File: config.mk
export PLATFORM = sky130hd
export DESIGN_NAME = decode_pipe
export DESIGN_NICKNAME = d
export VERILOG_FILES = /design/src/rtl/decode_pipe.sv
export SDC_FILE = /design/constraint.sdc
export NUM_CORES = 2
export LEC_CHECK = 0
export ABC_AREA = 1
export CAP_MARGIN = 20
export CORE_AREA = 2 2 466 468
export DETAILED_ROUTE_END_ITERATION = 8
export DIE_AREA = 0 0 468 470
export PLACE_DENSITY_LB_ADDON = 0.1
export SKIP_CTS_REPAIR_TIMING = 1
export SYNTH_ARGS = -nofsm -noshare
export SYNTH_HDL_FRONTEND = slang
export SYNTH_SLANG_ARGS = --single-unit
File: constraint.sdc
create_clock -name i_clk -period 3.3 [get_ports i_clk]
set_input_delay 0.66 -clock i_clk [delete_from_list [all_inputs] [get_ports i_clk]]
set_output_delay 0.66 -clock i_clk [all_outputs]
set_load 0.05 [all_outputs]
File: src/rtl/decode_pipe.sv
// Decode stage: register file, immediate extension, load-use interlock and ID/EX register.
// Define DECODE_WBYPASS_EN to forward a same-cycle writeback to the operand reads.
module decode_pipe #(
  parameter int XLEN  = 32,
  parameter int NREG  = 32,
  parameter int CTRLW = 16,
  localparam int AW   = $clog2(NREG)
) (
  input  logic             i_clk,
  input  logic             i_nrst,
  input  logic             i_valid,
  output logic             o_ready,
  input  logic [31:0]      i_instr,
  input  logic [XLEN-1:0]  i_pc4,
  input  logic [CTRLW-1:0] i_ctrl,
  input  logic             i_memread,
  input  logic             i_signext,
  input  logic             i_flush,
  input  logic             i_ex_ready,
  input  logic             i_wb_en,
  input  logic [AW-1:0]    i_wb_addr,
  input  logic [XLEN-1:0]  i_wb_data,
  output logic             o_valid,
  output logic [XLEN-1:0]  o_rs_data,
  output logic [XLEN-1:0]  o_rt_data,
  output logic [AW-1:0]    o_rs_addr,
  output logic [AW-1:0]    o_rt_addr,
  output logic [AW-1:0]    o_rd_addr,
  output logic [XLEN-1:0]  o_imm,
  output logic [XLEN-1:0]  o_pc4,
  output logic [CTRLW-1:0] o_ctrl,
  output logic             o_memread,
  output logic             o_cmp_eq,
  output logic [15:0]      o_stall_cnt
);

  logic [AW-1:0]   rs, rt, rd;
  logic [XLEN-1:0] imm_ext;
  logic [XLEN-1:0] rs_val, rt_val;
  logic [XLEN-1:0] rf [NREG];
  logic            wb_write;
  logic            hazard;
  logic            xfer;
  logic            unused_instr;

  assign rs = i_instr[21 +: AW];
  assign rt = i_instr[16 +: AW];
  assign rd = i_instr[11 +: AW];
  assign unused_instr = ^i_instr;

  assign imm_ext  = {{(XLEN-16){i_signext & i_instr[15]}}, i_instr[15:0]};
  assign wb_write = i_wb_en && (i_wb_addr != '0);

  always_ff @(posedge i_clk or negedge i_nrst) begin
    if (!i_nrst) begin
      for (int i = 0; i < NREG; i++) rf[i] <= '0;
    end else if (wb_write) begin
      rf[i_wb_addr] <= i_wb_data;
    end
  end

  always_comb begin
    rs_val = (rs == '0) ? '0 : rf[rs];
    rt_val = (rt == '0) ? '0 : rf[rt];
`ifdef DECODE_WBYPASS_EN
    if (wb_write && (i_wb_addr == rs)) rs_val = i_wb_data;
    if (wb_write && (i_wb_addr == rt)) rt_val = i_wb_data;
`endif
  end

  assign o_cmp_eq = (rs_val == rt_val);

  // Load in ID/EX whose destination feeds the instruction now in decode.
  assign hazard  = o_valid && o_memread && (o_rt_addr != '0) &&
                   ((o_rt_addr == rs) || (o_rt_addr == rt));
  assign o_ready = i_flush || ((i_ex_ready || !o_valid) && !hazard);
  assign xfer    = i_valid && o_ready && !i_flush;

  always_ff @(posedge i_clk or negedge i_nrst) begin
    if (!i_nrst) begin
      o_valid   <= 1'b0;
      o_memread <= 1'b0;
      o_ctrl    <= '0;
      o_rs_data <= '0;
      o_rt_data <= '0;
      o_rs_addr <= '0;
      o_rt_addr <= '0;
      o_rd_addr <= '0;
      o_imm     <= '0;
      o_pc4     <= '0;
    end else if (i_flush) begin
      o_valid   <= 1'b0;
      o_memread <= 1'b0;
      o_ctrl    <= '0;
    end else if (xfer) begin
      o_valid   <= 1'b1;
      o_memread <= i_memread;
      o_ctrl    <= i_ctrl;
      o_rs_data <= rs_val;
      o_rt_data <= rt_val;
      o_rs_addr <= rs;
      o_rt_addr <= rt;
      o_rd_addr <= rd;
      o_imm     <= imm_ext;
      o_pc4     <= i_pc4;
    end else if (i_ex_ready || !o_valid) begin
      o_valid   <= 1'b0;
      o_memread <= 1'b0;
      o_ctrl    <= '0;
    end
  end

  always_ff @(posedge i_clk or negedge i_nrst) begin
    if (!i_nrst) begin
      o_stall_cnt <= '0;
    end else if (i_valid && hazard && !i_flush && (o_stall_cnt != 16'hFFFF)) begin
      o_stall_cnt <= o_stall_cnt + 16'd1;
    end
  end

endmodule

==> summary.txt <==
Die H: 470 um
Max-Cap Viols: 0
Sequential fraction of the synthesis area: 46.06%
Post-synthesis register bit count: 1181
Final worst slack: -584.7 ps
Slew Limit Fails: 0
PortBufs: 297
Fin. Hold Viols: 0
CTS tree: yes
Pre-CTS WS: -1272 ps
Syn nets: 9276
RSZ-0062 raised after global routing: yes
Crit path DAT: 3220 ps
Worst VDD drop: 452.6 uV
Pwr Density: 581.6 mW/mm^2
Maximum clock insertion buffer count: 3
DIE AREA: 0.2200 mm^2
GRT overflow: 0
CTS buffer count: 146
Leak Pwr: 37.90 nW
Row cnt: 171
IO Count: 304
Status: finished, violations left
Synthesized area per cell: 7.012 um^2
Crit path kind: primary input to output pin
TritonCTS Sinks: 1181
Met2 GRT Util: 41.32%
Root buf cell: clkbuf_16
Largest net degree at the start of global routing: 85
Crit share post-route: 117.7%
Die extent in x: 468 um
Vias in the first global route: 61450
Initial DRC count: 7140
GR peak layer: met2
Mapped Area: 0.06416 mm^2
Residual DRC: 0
Syn Inst Count: 9150
Routability congestion estimate: 0.8660
Antenna-violating nets left: 0
CORE AREA: 0.2157 mm^2
Starting Density: 29.75%
Failing checks: negative setup slack
H-tree depth: 4
Met1 Usage GRT: 37.51%
Clk_lat worst skew: 830 ps
Final setup violation count: 2
M3 GR Usage: 3.630%
Vias: 65230
CP max stage delay: 200 ps
Fmax: 257.4 MHz
Number of distinct library cells after synthesis: 33
HP Class: primary input to flip-flop
Critical path fanouts, max: 8
Critical-path cell list: buf_16 > clkinv_16 > buf_16 > buf_12 > buf_8 > clkbuf_16 > nand2_1 > nand3_1 > nand3_1 > nand2_1 > nand2_1 > nand3_2 > nand2_1 > nor2_1 > nand2_1 > nand2_2 > nor2_4 > nand2_4 > nor2_4 > buf_6 > nand2_4 > nor2_4 > buf_12
Area grow syn2layout: 26.10%
Hpwl dp: 192.6 mm
Startpoint class of the critical path: primary input
Nets@finish: 9631
Initial antenna violation count: 9
Layout cells sized above 1: 11.45%
Setup TNS: -704.3 ps
Required @ worst endpoint: 2640 ps
Critical path's slowest cell: buf_16
Wire per inst: 24.18 um
Slew @ Worst Pin: 978.0 ps
Vias/cell: 5.231
TritonRoute pass-1 iters: 6
Crit. End Element: output pin
CP most frequent cell: nand2_1
Setup Skew: 30.24 ps
Headroom to the max-slew limit: 34.80%
Overall Global Routing Usage: 26.40%
Worst hold margin: 303.9 ps
Synthesis Warnings: 0
WL final: 301.6 mm
First-pass GRT wire length: 433.7 mm
Clk slew on worst S/H paths: 60 ps
Finished Core Util: 37.51%
Minimum clock period: 3885 ps
## final cells by class
cell class | instances | area, um^2
timing repair buffer | 1020 | 11400
inverter | 215 | 913.4
timing repair inverter | 4 | 45.04
clock inverter | 34 | 375.4
multi-input combinational | 6937 | 30750
sequential | 1181 | 29550
clock buffer | 221 | 4288
antenna | 4 | 10.01
tap | 2854 | 3571
fill | 22570 | 134800
## layer usage
layer / share of wire (%) / vias to the layer above
li1: - / 30530
met1: 45 / 31740
met2: 45 / 2523
met3: 6.6 / 439
met4: 3.1 / 0
met5: 0 / -
## cells by family (layout without fill, tap and decap cells)
family,after synthesis,in the layout,synth area share (%)
compound gates,1413,1413,11.22
xor+xnor,19,19,0.2594
fa+ha+maj,1,1,0.01950
buf+inv,1032,1494,7.149
flops,1181,1181,46.06
other cells,0,4,0
simple gates,5504,5504,35.29
## cells in the final DEF, fill, tap and decap left out, types with 4 or more instances in the layout
master           netlist  final
a21oi_1              440    439
inv_1                206    203
o21ai_0              900    893
bufinv_16              0      4
xor2_1                11     11
nor2b_1                8      8
nand2_4                0     24
nand2_2                0     25
buf_4                 69    487
nor2_1               521    498
dfrtp_1             1181   1181
buf_12                 0    163
o21ai_1               24     29
inv_6                  1      6
diode_2                0      4
clkbuf_1             386     42
clkinv_2               0     18
o211ai_1              40     40
nand3_2                1     53
xnor2_1                8      8
buf_8                  0      7
clkbuf_8               0     31
clkdlybuf4s50_1        0    284
inv_8                  0      6
nor2_4                 1     23
nand2_1             3443   3394
clkbuf_16              0    171
o22ai_1                7      7
nand3_1             1504   1449
buf_16                 0     21
buf_6                  9     32
nor2_2                 3      4
nor3_1                14     14
nand4_1                4      4
## critical path, delay by kind of cell
family	cells	cell delay, ps
buf+inv	8	1210
simple gates	15	1240
## power by group
group / total, W / switching (W) / internal, W
clock network: 0.0161 / 0.00686 / 0.00928
registers: 0.0195 / 0.00223 / 0.0172
logic: 0.0114 / 0.00710 / 0.00433
total: 0.0471 / 0.0162 / 0.0309
## path summary, 6_finish.rpt
check / start / end / slack, ps / cells past startpoint
max in group asynchronous: i_nrst / rf[791]$_DFFE_PN0P_ / 1670 / 3
min in group asynchronous: i_nrst / rf[614]$_DFFE_PN0P_ / 420 / 2
max reg2reg: o_rt_addr[0]$_DFFE_PN0P_ / o_imm[16]$_DFFE_PN0P_ / 910 / 12
max: i_instr[16] / o_cmp_eq / -580 / 23
min: i_instr[20] / o_rt_addr[4]$_DFFE_PN0P_ / 300 / 4
min reg2reg: rf[1002]$_DFFE_PN0P_ / rf[1002]$_DFFE_PN0P_ / 400 / 0
## sequential cells by signal, indices dropped and copies added, names as in the netlist
name / count
rf: 1024
o_pc4: 32
o_rs_data: 32
o_rt_data: 32
o_ctrl: 16
o_stall_cnt: 16
o_imm: 13
o_rs_addr: 5
o_rt_addr: 5
o_rd_addr: 4
o_memread: 1
o_valid: 1
## metrics by stage
step	cells	power (W)	instance area [um^2]
after global placement	12160	0.03055	74430
after CTS	12420	0.04699	79090
after detailed placement	12160	0.03069	74430
after floorplan	9150	0.02597	64160
after global routing	12470	0.04960	80900
final	12470	0.04706	80910
## cell usage after synthesis
library cell	count	area (um^2)
nor2_2	3	18.77
nor4_1	2	12.51
ha_1	1	12.51
nor4_4	1	21.27
nor2b_1	8	50.05
buf_6	9	101.4
nand3_1	1504	7527
clkbuf_1	386	1449
nor3_2	1	10.01
inv_2	7	26.28
nand4_1	4	25.02
buf_4	69	518.0
o41ai_2	1	16.27
nor2_1	521	1956
nand3_2	1	10.01
dfrtp_1	1181	29550
xnor2_1	8	70.07
a41oi_1	1	8.760
nor3_1	14	70.07
xor2_1	11	96.34
o21ai_0	900	4504
clkinv_1	1	3.750
o21ai_1	24	120.1
or3b_1	1	8.760
a21oi_1	440	2202
inv_6	1	8.760
buf_1	48	180.2
buf_2	305	1526
nand2_1	3443	12920
nor2_4	1	11.26
inv_1	206	773.2
o211ai_1	40	300.3
o22ai_1	7	43.79
Note: power is estimated with default switching activity, not from simulation.
